`config.mk`:
```
export PLATFORM = sky130hd
export DESIGN_NAME = seg_scan_driver_flat
export DESIGN_NICKNAME = d
export VERILOG_FILES = /design/src/rtl/seg_pkg.sv /design/src/rtl/seg_scan_driver_if.sv /design/src/rtl/seg_lz_mask.sv /design/src/rtl/seg_scan_driver.sv /design/src/flat_wrapper.sv
export SDC_FILE = /design/constraint.sdc
export NUM_CORES = 1
export LEC_CHECK = 0
export CAP_MARGIN = 25
export CORE_MARGIN = 2
export CORE_UTILIZATION = 59
export CTS_BUF_LIST = sky130_fd_sc_hd__clkbuf_4 sky130_fd_sc_hd__clkbuf_8 sky130_fd_sc_hd__clkbuf_16
export CTS_CLUSTER_DIAMETER = 80
export DETAILED_ROUTE_END_ITERATION = 10
export HOLD_SLACK_MARGIN = 0.15
export PLACE_DENSITY = 0.86
export SLEW_MARGIN = 20
export SYNTH_ARGS = -nofsm -noshare
export SYNTH_HDL_FRONTEND = slang
export SYNTH_SLANG_ARGS = --single-unit
```
`constraint.sdc`:
```
create_clock -name clk -period 2.8 [get_ports clk]
set_input_delay 0.7 -clock clk [delete_from_list [all_inputs] [get_ports clk]]
set_output_delay 0.7 -clock clk [all_outputs]
set_load 0.05 [all_outputs]
```
`src/rtl/seg_pkg.sv`:
```
// Shared constants, digit index type and the one-hot helper for the 7-seg scan driver.
package seg_pkg;

    localparam int NIBBLE_W   = 4;
    localparam int SEG_W      = 7;
    localparam int MAX_DIGITS = 8;

    typedef logic [$clog2(MAX_DIGITS)-1:0] digit_idx_t;

    // Active-high digit enable for the given digit position.
    function automatic logic [MAX_DIGITS-1:0] onehot(input digit_idx_t idx);
        logic [MAX_DIGITS-1:0] r;
        r      = '0;
        r[idx] = 1'b1;
        return r;
    endfunction

endpackage

```
`src/rtl/seg_scan_driver_if.sv`:
```
// Display-value input and scanned digit output bundle of the 7-seg scan driver.
interface seg_scan_driver_if #(
    parameter int DIGITS = 4
);
    logic [4*DIGITS-1:0] value_in;
    logic [DIGITS-1:0]   dp_in;
    logic                load;
    logic                blank_lz;
    logic [3:0]          hex_out;
    logic                blank_out;
    logic                dp_out;
    logic [DIGITS-1:0]   digit_sel;
    logic                frame_start;

    // Producer of the display value; consumes the scanned digit stream.
    modport master (
        output value_in, dp_in, load, blank_lz,
        input  hex_out, blank_out, dp_out, digit_sel, frame_start
    );

    // The scan driver itself.
    modport slave (
        input  value_in, dp_in, load, blank_lz,
        output hex_out, blank_out, dp_out, digit_sel, frame_start
    );
endinterface

```
`src/rtl/seg_lz_mask.sv`:
```
// Leading-zero blank mask: digit i is blanked when blanking is enabled, i is not
// the least significant digit, and nibbles i..DIGITS-1 are all zero.
module seg_lz_mask
    import seg_pkg::*;
#(
    parameter int DIGITS = 4
) (
    input  logic [DIGITS*NIBBLE_W-1:0] active_i,
    input  logic                       blank_lz_i,
    output logic [DIGITS-1:0]          mask_o
);

    logic zero_run;

    // Walk from the most significant digit down, tracking an unbroken run of zeros.
    always_comb begin
        zero_run = 1'b1;
        mask_o   = '0;
        for (int unsigned k = 0; k < DIGITS; k++) begin
            zero_run = zero_run && (active_i[(DIGITS-1-k)*NIBBLE_W +: NIBBLE_W] == '0);
            mask_o[DIGITS-1-k] = blank_lz_i && zero_run && (k != DIGITS-1);
        end
    end

endmodule

```
`src/rtl/seg_scan_driver.sv`:
```
// Time-multiplexed scan controller for a multi-digit common-cathode 7-seg display,
// with frame-aligned (tear-free) value update, guard time and leading-zero blanking.
module seg_scan_driver
    import seg_pkg::*;
#(
    parameter int DIGITS   = 4,
    parameter int SCAN_DIV = 1000,
    parameter int GUARD    = 1
) (
    input  logic           clk,
    input  logic           rst,
    seg_scan_driver_if.slave bus
);

    localparam int CW = $clog2(SCAN_DIV);
    localparam int IW = $clog2(DIGITS);
    localparam logic [CW-1:0] CNT_LAST = CW'(SCAN_DIV - 1);
    localparam logic [CW-1:0] GUARD_C  = CW'(GUARD);
    localparam logic [IW-1:0] IDX_LAST = IW'(DIGITS - 1);

    logic [CW-1:0]                   cnt_q, cnt_d;
    logic [IW-1:0]                   idx_q, idx_d;
    logic [DIGITS-1:0][NIBBLE_W-1:0] active_q, active_d, shadow_q, shadow_d;
    logic [DIGITS-1:0]               act_dp_q, act_dp_d, shd_dp_q, shd_dp_d;
    logic                            pending_q, pending_d;
    logic [3:0]                      hex_q, hex_d;
    logic                            blank_q, blank_d;
    logic                            dp_q, dp_d;
    logic [DIGITS-1:0]               sel_q, sel_d;
    logic                            fs_q, fs_d;
    logic                            wrap;
    logic [DIGITS-1:0]               lz_mask;
    logic [MAX_DIGITS-1:0]           sel_full;

    seg_lz_mask #(.DIGITS(DIGITS)) u_lz_mask (
        .active_i   (active_q),
        .blank_lz_i (bus.blank_lz),
        .mask_o     (lz_mask)
    );

    // Next-state: scan counters, shadow/active transfer at frame wrap, and the
    // output values derived from the current cnt/idx/active.
    always_comb begin
        wrap      = (cnt_q == CNT_LAST) && (idx_q == IDX_LAST);
        cnt_d     = cnt_q + 1'b1;
        idx_d     = idx_q;
        if (cnt_q == CNT_LAST) begin
            cnt_d = '0;
            idx_d = (idx_q == IDX_LAST) ? '0 : idx_q + 1'b1;
        end

        shadow_d  = shadow_q;
        shd_dp_d  = shd_dp_q;
        active_d  = active_q;
        act_dp_d  = act_dp_q;
        pending_d = pending_q;
        if (bus.load) begin
            shadow_d  = bus.value_in;
            shd_dp_d  = bus.dp_in;
            pending_d = 1'b1;
        end
        // A load landing on the wrap cycle bypasses the shadow so it is not delayed a frame.
        if (wrap) begin
            if (bus.load) begin
                active_d  = bus.value_in;
                act_dp_d  = bus.dp_in;
                pending_d = 1'b0;
            end else if (pending_q) begin
                active_d  = shadow_q;
                act_dp_d  = shd_dp_q;
                pending_d = 1'b0;
            end
        end

        sel_full = onehot(digit_idx_t'(idx_q));
        sel_d    = (cnt_q < GUARD_C) ? '0 : sel_full[DIGITS-1:0];
        blank_d  = lz_mask[idx_q];
        hex_d    = blank_d ? '0 : active_q[idx_q];
        dp_d     = act_dp_q[idx_q];
        fs_d     = (cnt_q == '0) && (idx_q == '0);
    end

    // State and registered outputs with synchronous reset.
    always_ff @(posedge clk) begin
        if (rst) begin
            cnt_q     <= '0;
            idx_q     <= '0;
            active_q  <= '0;
            act_dp_q  <= '0;
            shadow_q  <= '0;
            shd_dp_q  <= '0;
            pending_q <= 1'b0;
            hex_q     <= '0;
            blank_q   <= 1'b1;
            dp_q      <= 1'b0;
            sel_q     <= '0;
            fs_q      <= 1'b0;
        end else begin
            cnt_q     <= cnt_d;
            idx_q     <= idx_d;
            active_q  <= active_d;
            act_dp_q  <= act_dp_d;
            shadow_q  <= shadow_d;
            shd_dp_q  <= shd_dp_d;
            pending_q <= pending_d;
            hex_q     <= hex_d;
            blank_q   <= blank_d;
            dp_q      <= dp_d;
            sel_q     <= sel_d;
            fs_q      <= fs_d;
        end
    end

    assign bus.hex_out     = hex_q;
    assign bus.blank_out   = blank_q;
    assign bus.dp_out      = dp_q;
    assign bus.digit_sel   = sel_q;
    assign bus.frame_start = fs_q;

endmodule

```
`src/flat_wrapper.sv`:
```
// flat-port wrapper written by rule: the top's interface ports become plain ports
module seg_scan_driver_flat import seg_pkg::*;
#(
    parameter int DIGITS   = 4,
    parameter int SCAN_DIV = 1000,
    parameter int GUARD    = 1
)
  (clk, rst, bus_value_in, bus_dp_in, bus_load, bus_blank_lz, bus_hex_out, bus_blank_out, bus_dp_out, bus_digit_sel, bus_frame_start);
  seg_scan_driver_if #(.DIGITS(DIGITS)) bus_i ();
  input  logic clk;
  input  logic rst;
  input wire logic [$bits(bus_i.value_in)-1:0] bus_value_in;
  input wire logic [$bits(bus_i.dp_in)-1:0] bus_dp_in;
  input wire logic [$bits(bus_i.load)-1:0] bus_load;
  input wire logic [$bits(bus_i.blank_lz)-1:0] bus_blank_lz;
  output wire logic [$bits(bus_i.hex_out)-1:0] bus_hex_out;
  output wire logic [$bits(bus_i.blank_out)-1:0] bus_blank_out;
  output wire logic [$bits(bus_i.dp_out)-1:0] bus_dp_out;
  output wire logic [$bits(bus_i.digit_sel)-1:0] bus_digit_sel;
  output wire logic [$bits(bus_i.frame_start)-1:0] bus_frame_start;
  assign bus_i.value_in = bus_value_in;
  assign bus_i.dp_in = bus_dp_in;
  assign bus_i.load = bus_load;
  assign bus_i.blank_lz = bus_blank_lz;
  assign bus_hex_out = bus_i.hex_out;
  assign bus_blank_out = bus_i.blank_out;
  assign bus_dp_out = bus_i.dp_out;
  assign bus_digit_sel = bus_i.digit_sel;
  assign bus_frame_start = bus_i.frame_start;
  seg_scan_driver #(.DIGITS(DIGITS), .SCAN_DIV(SCAN_DIV), .GUARD(GUARD)) u_core (.clk(clk), .rst(rst), .bus(bus_i));
endmodule
```
==> Yosys cells after proc, flatten, opt, wreduce, memory -nomap -nowiden <==
Index checks and enable logic that the tools add are counted.
{ "word_totals": {"ff_bits": 64, "input_bits": 24, "output_inout_bits": 11, "word_cells": 61} }
{ "classes": {"add_sub_neg": 2, "order_cmp": 4, "n_eq_ne": 2, "mux": 17, "n_reduce_logical": 18} }
{ "op_table": {"columns": ["op", "n"], "rows": [
  ["$mux W16", 2],
  ["$logic_not A4 Y1", 3],
  ["$mux W4", 3],
  ["$add A10 B1 Y10 const B", 1],
  ["$eq A10 B10 Y1 const B", 1],
  ["$logic_not A10 Y1", 1],
  ["$lt A10 B1 Y1 const B", 1],
  ["$bmux W4 S2", 1],
  ["$logic_and A1 B1 Y1", 8],
  ["$mux W1", 7],
  ["$reduce_or A2 Y1", 3],
  ["$bmux W1 S2", 2],
  ["$lt A2 B4 Y1 const B", 1],
  ["$lt A2 B3 Y1 const B", 1],
  ["$add A2 B1 Y2 const B", 1],
  ["$demux W1 S2", 1],
  ["$eq A2 B2 Y1 const B", 1],
  ["$ge A2 B1 Y1 const B", 1],
  ["$logic_not A2 Y1", 1],
  ["$mux W2", 1],
  ["$reduce_and A2 Y1", 1],
  ["$reduce_bool A2 Y1", 1]
]} }

==> Logic depth before layout (Yosys ltp) <==
{ "logic_depth": {"word_depth": 7, "mapped_depth": 5, "ltp_nobuf": 4} }

==> Cells and area by module <==
From an unflattened synthesis, not the netlist that was laid out.
{ "unflattened": {"cells_unflattened": 247, "area_unflattened_um2": 2743.9} }
{ "by_module_without_submodules": {"columns": ["module", "instances", "cells_each", "area_each_um2", "seq_area_each_um2"], "rows": [
  ["seg_scan_driver", 1, 239, 2686.3, 1281.2],
  ["seg_lz_mask", 1, 8, 57.6, 0.0]
]} }

==> Worst setup path after synthesis <==
No wires, ideal clock.
{ "synth_timing": {"kind": "input to register", "start": "input port bus_load", "end": "register u_core.act_dp_q[0]", "setup_time_ns": 0.121, "arrival_ns": 1.807, "required_time_ns": 2.679, "slack_ns": 0.871, "path_stages": 5, "n_path_buf": 2, "cell_sequence": "clkbuf_1 > o21ai_0 > or4_4 > buf_6 > mux2_4"} }
{ "synth_between": {"elab_chain_len": 2, "word_cells_on_any_way": 3, "cone_classes": "mux (1); reduce/logical (2)"} }
{ "synth_rtl": {"columns": ["element", "line_no", "source"], "rows": [
  ["start: declaration", "flat_wrapper.sv:14", "input wire logic [$bits(bus_i.load)-1:0] bus_load;"],
  ["$reduce_bool A2 Y1 (no line)", null, null],
  ["$reduce_and A2 Y1 (no line)", null, null],
  ["end signal: assignment", "seg_scan_driver.sv:102", "act_dp_q <= act_dp_d;"],
  ["end: declaration", "seg_scan_driver.sv:24", "logic [DIGITS-1:0] act_dp_q, act_dp_d, shd_dp_q, shd_dp_d;"]
]} }
Parallel ways exist; a longest one is shown, timed or not.
A chain may end at the register's enable or synchronous reset.

==> Worst setup path after layout <==
{ "layout_timing": {"start": "register u_core.hex_q[2] (netlist: u_core.bus.hex_out[2])", "end": "output port bus_hex_out[2]"} }
{ "layout_rtl": {"columns": ["element", "line_no", "source"], "rows": [
  ["start: declaration", "seg_scan_driver.sv:26", "logic [3:0] hex_q, hex_d;"],
  ["start signal: assignment", "seg_scan_driver.sv:93", "hex_q <= '0;"],
  ["start signal: assignment", "seg_scan_driver.sv:106", "hex_q <= hex_d;"],
  ["end: declaration", "flat_wrapper.sv:16", "output wire logic [$bits(bus_i.hex_out)-1:0] bus_hex_out;"]
]} }
No word-level cell between the ends.

==> impl_metrics.toml <==
[run_status]
status = "finished clean"

[cells_and_area]
final_util_pct = 74.12
stdcell_area_um2 = 3272
drive_gt1_share_pct = 16.38
nNetsFinal = 315
syn2layout_area_growth_pct = 20.06
antenna_cells = 0

[floorplan]
row_count = 24
design.core.area_um2 = 4414
die_w_um = 71.96
die_area_um2 = 5178
ios = 35
start_util_pct = 61.73
die_h_um = 71.96

[sta]
setup_viol = 0
tns_ns = 0
hold_viol = 0
worst_pin_slew_ns = 0.7512
rsz0062_at_grt = "false"
hold_slack_ns = 0.4841
period_minus_slack_ns = 2.143
fin_ws_ns = 0.6566
report.final.slew_viol_count = 0
fin_skew_ns = 0.007625
max_freq_ghz = 0.4666
post-route-period-util_pct = 76.55
slew_headroom_pct = 49.49

[cts]
cts_buffers = 9
clkLatencyLatePin_ns = 0.34
postCtsSetupBuffers = 0
cts_sinks = 64
root_buffer = "clkbuf_8"
cts_buffer_depth = 2
cts_resized = 0
htreeDepth = 3
cts_tree = "yes"
clkTransAtPathRegs_ns = 0.07
cts_hold_buf = 0

[routing]
drt.antenna.violating_nets = 0
drtPass1Iterations = 4
num_vias = 1884
drt-initial-drc-count = 139
wirelength_um = 4983
routedWlPerCell_um = 14.70
drcViolationCount = 0
viasPerCell = 5.558

[yosys]
synth_top_area_cell = "dfxtp_1"
synth_seq_cells = 64
synth_ff_type = "dfxtp_1"
synth_cell_types = 34
yosys_warnings = 0
synth-edff-count = 0
synth.most_common_cell = "dfxtp_1"
synth_top_area_share_pct = 47.02
syn_nets = 279
yosys-top-cells-count = "dfxtp_1, nor2_1, mux2i_1, nor2b_1, mux2_4"
synthCells = 248
synth_area_leaders = "dfxtp_1, mux2_4, mux2i_1, nor2b_1, mux4_2"
syn_avg_cell_area_um2 = 10.99
syn_area_um2 = 2725
postSynth.asyncResetShare_pct = 0
yosysSeqAreaShare_pct = 47.02

[placed_design]
place_worst_setup_slack_ns = 0.3875
placed_area_um2 = 3107
dpl.hpwl_um = 3340
io_buffers = 34
gp_congestion = 0.7648

[grt]
antenna_found_initial = 0
grt_overflow = 0
grt_pass1_vias = 1763
grt_max_degree = 53
grt_pass1_wl_um = 8183
grt_usage_pct = 21.14

[setup_path]
path_buf_inv = 1
cp-start-kind = "flip-flop"
crit_path_max_incr_delay_ns = 0.79
cp-end-kind = "output port"
crit_slowest_cell = "clkdlybuf4s50_1"
critPathKind = "flip-flop to output port"
critPathRequiredTime_ns = 2.10
worstPathMaxFanout = 1
cp.arrival_ns = 1.44
cp_top_family = "buffers and inverters"
crit_chain = "clkdlybuf4s50_1"

[worst_hold_path]
worstHoldPathType = "flip-flop to flip-flop"

[pwr]
p_per_area_nw_per_um2 = 550.0
ir_drop_mv = 0.3659
leakage_nw = 1.380

[run]
max_cap_violations = 0
-- worst paths after layout --
path         depth (start not counted)  slack (ns)                   to                   from
max                                  1        0.66       bus_hex_out[2]  u_core.bus.hex_out[2]
min                                  1        0.48      u_core.cnt_q[0]        u_core.cnt_q[0]
max reg2reg                          4        0.74  u_core.active_q[10]        u_core.cnt_q[0]
min reg2reg                          1        0.48      u_core.cnt_q[0]        u_core.cnt_q[0]
-- cell type report --
type                    count  area (um^2)
multi-input cells         162         1344
flip-flops and latches     64         1281
fillers                   312         1142
repair buffers             38        382.9
clock buffers              13        160.2
well taps                  52        65.06
inverters                   9        33.78
clock inverters             1        5.005
-- state kept, by name, indices dropped and copies added (netlist names) --
signal                  flops
u_core.bus.frame_start      1
u_core.bus.blank_out        1
u_core.shd_dp_q             4
u_core.bus.dp_out           1
u_core.cnt_q               10
u_core.pending_q            1
u_core.idx_q                2
u_core.act_dp_q             4
u_core.active_q            16
u_core.bus.digit_sel        4
u_core.shadow_q            16
u_core.bus.hex_out          4
-- kinds of logic (layout without fill, tap and decap cells) --
| logic type | after synthesis | after routing | synth area share (%) |
|---|---|---|---|
| adder cells (fa/ha/maj) | 7 | 7 | 3.214 |
| buffers and inverters | 22 | 61 | 3.673 |
| XOR/XNOR | 3 | 3 | 0.9644 |
| AO/OA/AOI/OAI | 17 | 17 | 3.994 |
| flip-flops | 64 | 64 | 47.02 |
| AND/OR/NAND/NOR | 88 | 88 | 17.86 |
| multiplexers | 47 | 47 | 23.28 |
-- metrics by stage --
step	power [W]	std cells
after floorplan	0.001074	248
after global placement	0.001133	325
after detailed placement	0.001139	325
after CTS	0.001821	339
after global routing	0.001867	339
final	0.001800	339
-- report_power, final --
group | switching (W) | internal [W] | leakage, nW
Sequential | 0.0000179 | 0.000943 | 0.522
Combinational | 0.0000823 | 0.0000765 | 0.769
Clock | 0.000316 | 0.000364 | 0.0896
-- cell usage in the layout, fill, tap and decap left out, types with 2 or more instances in the layout --
cell type and count:
dfxtp_1 64, clkdlybuf4s50_1 34, nor2_1 28, mux2i_1 21, nor2b_1 21, mux2_4 20
clkbuf_8 10, inv_1 9, nand2_1 9, and2_1 9, ha_1 7, nor4_1 5
mux4_2 5, a21oi_1 4, or3_1 4, nor3_1 3, a31oi_1 3, o21ai_0 3
nand3_1 3, clkbuf_4 3, buf_4 3, o31ai_1 2, o211ai_1 2, xor2_1 2
-- metal layers --
layer  routed length (um)  GRT usage [%]  vias up
met1                 2198          25.02      901
li1                     -              -      922
met2                 2458          34.26       55
met5                    0              0        -
met3                  268          9.028        6
met4                   58          7.966        0
Note: power is estimated with default switching activity, not from simulation.
